==> src/rtl/cube_scan_driver.sv <==
// Refresh engine for an N x N x N LED cube: blank, load N latches, then light one layer.
// Define CUBE_DBUF_EN for a front/back frame store that swaps only on frame_done.
module cube_scan_driver #(
    parameter int unsigned N     = 8,
    parameter int unsigned DWELL = 4096,
    parameter int unsigned BLANK = 16,
    parameter int unsigned PULSE = 2
) (
    input  logic                 CLOCK_50,
    input  logic                 resetn,
    input  logic                 enable,
    input  logic                 wr_en,
    input  logic [$clog2(N)-1:0] wr_layer,
    input  logic [$clog2(N)-1:0] wr_latch,
    input  logic [N-1:0]         wr_data,
    output logic [N-1:0]         layers,
    output logic [N-1:0]         latches,
    output logic [N-1:0]         data,
    output logic [$clog2(N)-1:0] cur_layer,
    output logic                 frame_done
);
    localparam int unsigned LW     = $clog2(N);
    localparam int unsigned CntMax = (DWELL > BLANK) ? ((DWELL > PULSE) ? DWELL : PULSE)
                                                     : ((BLANK > PULSE) ? BLANK : PULSE);
    localparam int unsigned CW     = $clog2(CntMax + 1);

    typedef enum logic [2:0] {
        StIdle, StBlank, StFetch, StSetup, StStrobe, StHold, StShow
    } state_e;

    state_e        state_q, state_d;
    logic [CW-1:0] cnt_q, cnt_d;
    logic [LW-1:0] layer_q, layer_d;
    logic [LW-1:0] lat_q, lat_d;
    logic          frame_done_q, frame_done_d;
    logic [N-1:0]  word_q;
    logic          rd_en;

`ifdef CUBE_DBUF_EN
    localparam int unsigned AW = 2 * LW + 1;
    logic          front_q, dirty_q;
    logic [AW-1:0] waddr, raddr;

    assign waddr = {~front_q, wr_layer, wr_latch};
    assign raddr = {front_q, layer_q, lat_q};

    // A swap without new content would show a stale bank, so it needs a write since the last one.
    always_ff @(posedge CLOCK_50 or negedge resetn) begin
        if (!resetn) begin
            front_q <= 1'b0;
            dirty_q <= 1'b0;
        end else if (frame_done_d && dirty_q) begin
            front_q <= ~front_q;
            dirty_q <= 1'b0;
        end else if (wr_en) begin
            dirty_q <= 1'b1;
        end
    end
`else
    localparam int unsigned AW = 2 * LW;
    logic [AW-1:0] waddr, raddr;

    assign waddr = {wr_layer, wr_latch};
    assign raddr = {layer_q, lat_q};
`endif

    logic [N-1:0] mem_q [1 << AW];

    always_ff @(posedge CLOCK_50) begin
        if (wr_en) begin
            mem_q[waddr] <= wr_data;
        end
    end

    always_comb begin
        state_d      = state_q;
        cnt_d        = cnt_q + 1'b1;
        layer_d      = layer_q;
        lat_d        = lat_q;
        frame_done_d = 1'b0;
        rd_en        = 1'b0;
        if (!enable) begin
            state_d = StIdle;
            cnt_d   = '0;
            layer_d = '0;
            lat_d   = '0;
        end else begin
            unique case (state_q)
                StIdle: begin
                    state_d = StBlank;
                    cnt_d   = '0;
                    layer_d = '0;
                    lat_d   = '0;
                end
                StBlank: begin
                    if (cnt_q == CW'(BLANK - 1)) begin
                        state_d = StFetch;
                        lat_d   = '0;
                    end
                end
                StFetch: begin
                    rd_en   = 1'b1;
                    state_d = StSetup;
                end
                StSetup: begin
                    state_d = StStrobe;
                    cnt_d   = '0;
                end
                StStrobe: begin
                    if (cnt_q == CW'(PULSE - 1)) begin
                        state_d = StHold;
                    end
                end
                StHold: begin
                    cnt_d = '0;
                    if (lat_q == LW'(N - 1)) begin
                        state_d = StShow;
                    end else begin
                        lat_d   = lat_q + 1'b1;
                        state_d = StFetch;
                    end
                end
                StShow: begin
                    if (cnt_q == CW'(DWELL - 1)) begin
                        state_d = StBlank;
                        cnt_d   = '0;
                        if (layer_q == LW'(N - 1)) begin
                            layer_d      = '0;
                            frame_done_d = 1'b1;
                        end else begin
                            layer_d = layer_q + 1'b1;
                        end
                    end
                end
                default: state_d = StIdle;
            endcase
        end
    end

    always_ff @(posedge CLOCK_50 or negedge resetn) begin
        if (!resetn) begin
            state_q      <= StIdle;
            cnt_q        <= '0;
            layer_q      <= '0;
            lat_q        <= '0;
            frame_done_q <= 1'b0;
            word_q       <= '0;
        end else begin
            state_q      <= state_d;
            cnt_q        <= cnt_d;
            layer_q      <= layer_d;
            lat_q        <= lat_d;
            frame_done_q <= frame_done_d;
            // Read port register doubles as the data bus hold; cleared so IDLE drives a dark bus.
            if (state_d == StIdle) begin
                word_q <= '0;
            end else if (rd_en) begin
                word_q <= mem_q[raddr];
            end
        end
    end

    // Outputs decode straight from state so an asynchronous reset darkens them at once.
    always_comb begin
        layers  = '0;
        latches = '0;
        if (state_q == StShow) begin
            layers[layer_q] = 1'b1;
        end
        if (state_q == StStrobe) begin
            latches[lat_q] = 1'b1;
        end
    end

    assign data       = word_q;
    assign cur_layer  = layer_q;
    assign frame_done = frame_done_q;

endmodule

==> config.mk <==
export PLATFORM = sky130hd
export DESIGN_NAME = cube_scan_driver
export DESIGN_NICKNAME = d
export VERILOG_FILES = /design/src/rtl/cube_scan_driver.sv
export SDC_FILE = /design/constraint.sdc
export NUM_CORES = 1
export LEC_CHECK = 0
export ABC_CLOCK_PERIOD_IN_PS = 1900
export BUFFER_PORTS_ARGS = -buffer_cell sky130_fd_sc_hd__buf_2
export CAP_MARGIN = 20
export CORE_ASPECT_RATIO = 1.4
export CORE_MARGIN = 1.5
export CORE_UTILIZATION = 56
export DETAILED_ROUTE_END_ITERATION = 12
export PLACE_DENSITY_LB_ADDON = 0.25
export SLEW_MARGIN = 20
export SYNTH_ARGS = -nofsm -noshare
export SYNTH_HDL_FRONTEND = slang
export SYNTH_SLANG_ARGS = --single-unit
==> constraint.sdc <==
create_clock -name CLOCK_50 -period 1.9 [get_ports CLOCK_50]
set_input_delay 0.19 -clock CLOCK_50 [delete_from_list [all_inputs] [get_ports CLOCK_50]]
set_output_delay 0.19 -clock CLOCK_50 [all_outputs]
set_load 0.005 [all_outputs]
==> impl_metrics.csv, run 1 <==
group,metric,value,unit
run_status,outcome,"complete, but fails checks",
run_status,failed_checks,"negative setup slack",
clocking,insertion_delay,590,ps
power,vdd_drop_max,0.8951,mV
cells_and_area,final_cell_mix,"edfxtp_1 (512), buf_4 (208), nor2_1 (97), mux4_2 (74), mux2i_1 (69)",
logic_synthesis,ys_ff_latch,543,
detailed_routing,wl,56460,um
global_route,grt_overflow_total,0,
clocking,h-tree-depth,2,
cells_and_area,regArea,16160,um2
clocking,cts_buffers,50,
logic_synthesis,syn-cell-area,21880,um2
setup_path,critical_path.most_common_cell,"buf_12",
timing,max_freq,0.4436,GHz
die,ios,46,
placement,dp_hpwl,35510,um
clocking,clock_path_buffers,3,
logic_synthesis,post-synth-top-area-cell,"edfxtp_1",
setup_path,end_kind,"flop",
setup_path,crit_type,"reg2reg",
logic_synthesis,ys_seq_area_share,73.81,%
global_route,grtUsageMet3,4.296,%
logic_synthesis,synth_nets,1259,
logic_synthesis,yosys-top-cells-area,"edfxtp_1 (70%), mux4_2 (7.4%), dfrtp_1 (3.5%)",
cells_and_area,n_antenna_cell,0,
clocking,cts_tree,"done",
global_route,grt_pass1_wl,83190,um
logic_synthesis,synthCells,1235,
power,p_leak,8.949,nW
placement,portBuffers,45,
global_route,grtUsageTotal,28.69,%
cells_and_area,nFillCells,2439,
detailed_routing,drc,0,
clocking,clk_pin_slew_worst_paths,70,ps
cells_and_area,final_layout_size_suffix_gt1_share,34.11,%
hold_path,hold_path_class,"in2reg",
logic_synthesis,synth_top_area_share,70.27,%
logic_synthesis,yosysWarnings,0,
logic_synthesis,synth_edf_count,512,
timing,final-setup-viol-count,20,
clocking,clock_sinks,543,
setup_path,cp_cell_sequence,"buf_12, buf_12, buf_16, mux4_2, o221ai_2, a31oi_1, buf_4, a32o_1",
die,die_h,236.9,um
die,start_util,56.83,%
setup_path,max_stage_delay,560,ps
global_route,grt.met1_usage,36.81,%
job,cap_viol_max_count,0,
setup_path,ff2ff_setup_slack,-350,ps
global_route,grt_pass1_vias,13090,
die,core_region_area,38500,um2
global_route,grt_start_max_net_pins,65,
cells_and_area,multi_input_area,5648,um2
setup_path,crit_required,2360,ps
cells_and_area,nNetsFinal,1534,
power,power_density,869.5,nW/um2
clocking,clockRootBuffer,"clkbuf_16",
timing,rsz0062_at_grt,"yes",
setup_path,start_kind,"flop",
setup_path,critPathTopFamily,"buffers and inverters",
setup_path,cp_slowest_cell,"mux4_2",
detailed_routing,vias,12880,
detailed_routing,ant_nets,0,
cells_and_area,utilization,69.14,%
timing,fin_ws,-354.2,ps
timing,finalHoldViolations,0,
placement,finalWeightedCongestion,0.8868,
detailed_routing,drt_iter0_drc,1278,
setup_path,cp_max_fo,15,
logic_synthesis,synthDistinctLibCells,67,
global_route,met2_usage,49.06,%
timing,skew,20.79,ps
setup_path,path_buf_inv,4,
logic_synthesis,synth_top_flop_cell,"edfxtp_1",
detailed_routing,post_drt_wl_per_cell,27.28,um
logic_synthesis,synth-async-reset-ratio,5.709,%
global_route,antenna_found_initial,0,
cells_and_area,layout_commonest_cell,"edfxtp_1",
die,row_count,85,
setup_path,cp.arrival,2720,ps
timing,hold_ws,52.80,ps
detailed_routing,via_per_inst,6.223,
logic_synthesis,syn_avg_cell_area,17.72,um2
die,die_w,170.1,um
die,dieArea,40280,um2
detailed_routing,firstDrtPassIters,8,
timing,fin_crit_sh,118.6,%
timing,slew_headroom,48.36,%
timing,min_period,2254,ps
cells_and_area,areaGrowthSynthToFinish,21.65,%
timing,slew_violations,0,
timing,worstMarginPinSlew,774.6,ps
global_route,grt_busiest_layer,"met2",
[cells in the mapped netlist, drive strengths merged, types with 5 or more instances]
master	number
a221o	8
nor2b	11
o211ai	13
a32o	11
or3	5
o221ai	24
dfrtp	31
nor2	107
mux4	74
mux2i	71
o32ai	8
nand3	18
buf	43
xor2	8
ha	6
a21o	8
a221oi	10
mux2	15
a21oi	16
clkbuf	33
o21ai	8
inv	5
nand2b	14
a211oi	5
a31oi	11
nor3	5
o22ai	6
nand2	64
xnor2	5
nand4	5
edfxtp	512
and2	10
a22oi	13
[area by class of cell]
cell class / instances / share of cell area [%]
Inverter: 6 / 0.09402
Clock buffer: 64 / 4.978
Timing Repair Buffer: 299 / 9.792
Clock inverter: 26 / 0.7427
Multi-Input combinational cell: 610 / 21.22
Sequential cell: 543 / 60.72
Tap cell: 522 / 2.454
[stage by stage]
stage	setup TNS, ps	cell area (um2)	setup WS [ps]	total power [mW]	cells
2_1_floorplan	-198.5	21910	-51.61	13.55	1235
3_3_place_gp	-3426	24170	-500.5	13.86	1944
3_5_place_dp	-3679	24180	-487.8	13.88	1944
4_1_cts	-4818	26380	-319.9	23.22	2062
5_1_grt	-6408	26620	-409.3	23.69	2070
6_report	-5110	26620	-354.2	23.14	2070
[cell families after synthesis]
kind of cell	after synthesis	share of synthesized area, %
flip-flops	543	73.81
adder cells (fa/ha/maj)	6	0.3431
AO/OA/AOI/OAI	164	5.879
multiplexers	160	11.67
buffers and inverters	82	2.007
AND/OR/NAND/NOR	267	5.764
XOR/XNOR	13	0.5204
[power by group]
part           internal, mW  total [mW]  leakage [nW]  switching, mW
logic                 0.106       0.453          3.17          0.347
registers              13.2        13.2          5.03         0.0213
clock network          5.22        9.50         0.748           4.29
[path summary, 6_finish.rpt]
check,start,endpoint,cells past startpoint
worst max-delay path,lat_q[0],data[3],8
max in group asynchronous,resetn,lat_q[2],2
worst min register to register,data[3],data[3],1
worst min-delay path,wr_data[5],mem_q[44][5],1
min in group asynchronous,resetn,lat_q[0],2
worst max register to register,lat_q[0],data[3],8
[state kept, by name, indices dropped and copies added, names as in the netlist]
register	count
state_q	3
mem_q	512
lat_q	3
cnt_q	13
frame_done	1
cur_layer	3
data	8
[per-layer routing]
metal  wire, um  share of wire (%)  vias up
li1           -                  -     5542
met2      28900                 51      629
met5          0                  0        -
met4       2472                4.4        0
met3       4360                7.7      138
met1      20720                 37     6572
[timing repair]
action | 4_1_cts | 5_1_grt
hold buffers | 1 | 0
cloned | 3 | 3
hold endpoints to repair | 31 | 0
buffers inserted | 26 | 7
setup endpoints to repair | 24 | 40
gates resized for setup | 90 | 36
pin swaps | 26 | 10
[worst reg2reg max path, delay by kind of cell (launching register included)]
family	cells	cell delay, ps
compound gates	3	510
buf+inv	4	610
flops	1	460
mux	1	560
No activity file was read; power rests on OpenSTA's default activity.
==> run 2, diff against run 1 <==
--- a/constraint.sdc
+++ b/constraint.sdc
@@ -3,2 +3,2 @@
 set_output_delay 0.19 -clock CLOCK_50 [all_outputs]
-set_load 0.005 [all_outputs]
+set_load 0.01 [all_outputs]
==> run 2 against run 1 <==
Compared with the run above:
- the run still ends with negative setup slack left
- largest power group unchanged
- global-route usage decreased by 0.25 points
- critical path type unchanged
- maximum frequency decreased by 0.20%
- clock skew decreased by 1.5 ps
- wire length decreased by 0.17%
==> impl_metrics.csv, run 2 (same netlist as run 1, synthesis figures left out) <==
group,metric,value,unit
global_route,grt_pass1_vias,13200,
power,switching_share,19.64,%
timing,slew_headroom,31.53,%
global_route,grt_start_max_net_pins,65,
detailed_routing,ant_nets,0,
job,cap_viol_max_count,0,
setup_path,cp.arrival,2710,ps
cells_and_area,areaGrowthSynthToFinish,22.41,%
setup_path,r2r_start,"lat_q[0]",
detailed_routing,via_per_inst,6.257,
setup_path,r2r_cells,8,
detailed_routing,firstDrtPassIters,6,
setup_path,ff2ff_setup_slack,-360,ps
setup_path,start_kind,"flop",
timing,min_period,2259,ps
cells_and_area,final_layout_size_suffix_gt1_share,34.34,%
power,pwr-share-clk,41.4,%
detailed_routing,drc,0,
timing,slew_violations,0,
timing,rsz0062_at_grt,"yes",
timing,max_freq,0.4427,GHz
placement,dp_hpwl,35210,um
global_route,grtUsageTotal,28.44,%
detailed_routing,wl,56360,um
detailed_routing,met1_length,20800,um
die,ios,46,
setup_path,crit_type,"reg2reg",
die,core_region_area,38500,um2
clocking,clk_pin_slew_worst_paths,60,ps
setup_path,max_stage_delay,500,ps
global_route,grt_overflow_total,0,
power,power_density,870.1,nW/um2
cells_and_area,layout_commonest_cell,"edfxtp_1",
die,row_count,85,
power,power,23.30,mW
clocking,clock_sinks,543,
detailed_routing,route.met2.wl,28220,um
detailed_routing,dr.max_layer_used,"met5",
setup_path,crit_end,"data[3]",
detailed_routing,dr_wl_met3,4659,um
clocking,clockRootBuffer,"clkbuf_16",
global_route,antenna_found_initial,2,
run_status,failed_checks,"negative setup slack",
cells_and_area,largest_register,"mem_q",
timing,finalHoldViolations,0,
clocking,insertion_delay,570,ps
detailed_routing,vias,13000,
setup_path,cp_cell_sequence,"buf_12, buf_12, mux4_2, mux2i_1, a32o_2, a31oi_2, buf_4, a32o_2",
setup_path,end_kind,"flop",
die,die_w,170.1,um
die,start_util,56.83,%
placement,portBuffers,45,
clocking,clock_path_buffers,3,
clocking,cts_buffers,50,
timing,fin_ws,-358.7,ps
die,die_h,236.9,um
power,intPower,18.73,mW
setup_path,cp_slowest_cell,"mux4_2",
power,power_frac_comb,2.0,%
cells_and_area,final_cell_mix,"edfxtp_1 (512), buf_4 (195), nor2_1 (98), mux4_2 (74), mux2i_1 (67)",
cells_and_area,nNetsFinal,1539,
setup_path,worstReg2RegEnd,"data[3]",
hold_path,whs_path_depth,1,
timing,fin_crit_sh,118.9,%
timing,worstMarginPinSlew,1027,ps
global_route,grt_pass1_wl,82680,um
setup_path,startpoint,"lat_q[0]",
timing,final-setup-viol-count,20,
power,p_leak,9.044,nW
detailed_routing,post_drt_wl_per_cell,27.12,um
power,pwr-share-seq,56.6,%
setup_path,crit_required,2350,ps
placement,finalWeightedCongestion,0.8959,
power,vdd_drop_max,0.7028,mV
detailed_routing,drt_iter0_drc,1405,
die,dieArea,40280,um2
clocking,h-tree-depth,2,
power,switchingPower,4.576,mW
run_status,outcome,"complete, but fails checks",
cells_and_area,utilization,69.57,%
setup_path,cp_max_fo,9,
clocking,cts_tree,"done",
timing,skew,19.34,ps
cells_and_area,largest_reg_flops,512,
hold_path,hold_path_class,"in2reg",
[run 2: changes by cell type in the layout (fill, tap and decap cells not counted), moves of 3 or more]
cell      delta
nand2_1      -4
clkinv_2     -6
nand2_2      +5
buf_12       +4
o22ai_2      +3
buf_6        +8
clkbuf_1     +6
buf_4       -13
buf_8        +5
mux2i_2      +3
o22ai_1      -4
[run 2: how the worst min path moves through the flow]
stage / start / to
3_3_place_gp: resetn / lat_q[2]
4_1_cts: wr_data[0] / mem_q[16][0]
5_1_grt: wr_data[0] / mem_q[20][0]
6_report: wr_data[0] / mem_q[17][0]
3_5_place_dp: resetn / state_q[1]
2_1_floorplan: resetn / cnt_q[0]
[run 2: area by class of cell]
| class | instances | area (um2) |
|---|---|---|
| Antenna cell | 1 | 2.502 |
| Inverter | 6 | 27.53 |
| Multi-Input combinational cell | 610 | 5614 |
| Tap cell | 522 | 653.1 |
| Clock inverter | 20 | 182.7 |
| Sequential cell | 543 | 16160 |
| Fill cell | 2422 | 11720 |
| Clock buffer | 72 | 1375 |
| Timing Repair Buffer | 304 | 2766 |
[run 2: through the flow]
step / instances / area [um2] / setup TNS (ps) / worst slack (ps) / hold WS, ps
after detailed placement: 1944 / 24240 / -3326 / -483.6 / 174.5
after global placement: 1944 / 24240 / -3169 / -477.1 / 175.3
after floorplan: 1235 / 21910 / -348.0 / -51.60 / -105.6
final: 2078 / 26780 / -5526 / -358.7 / 67.99
after CTS: 2071 / 26490 / -5744 / -374.8 / 42.09
after global routing: 2078 / 26780 / -6467 / -399.5 / 59.64
[run 2: worst max-delay path: cells and delay by family (launching register included)]
kind / cells / cell delay [ps]
AOI/OAI and AO/OA: 3 / 510
DFF: 1 / 460
muxes: 2 / 670
buffers and inverters: 3 / 490
[run 2: routing by layer]
layer / global-route usage (%) / up-vias
met4: 12.87 / 2
li1: - / 5544
met2: 47.55 / 687
met5: 0 / -
met1: 36.83 / 6614
met3: 4.530 / 155
[run 2: repair_timing]
action | in CTS | in global routing
setup buffers | 30 | 12
hold buffers | 2 | 0
endpoints found under the hold margin | 34 | 0
cloned | 4 | 2
setup endpoints to repair | 24 | 40
gates resized for setup | 81 | 53
pin swaps | 30 | 23
[run 2: power by group through the flow]
stage / Clock [mW] / Sequential (mW) / Combinational [mW]
2_1_floorplan: 0 / 13.4 / 0.110
3_3_place_gp: 0 / 13.4 / 0.436
3_5_place_dp: 0 / 13.4 / 0.451
4_1_cts: 9.74 / 13.2 / 0.462
5_1_grt: 10.2 / 13.2 / 0.495
6_report: 9.65 / 13.2 / 0.470
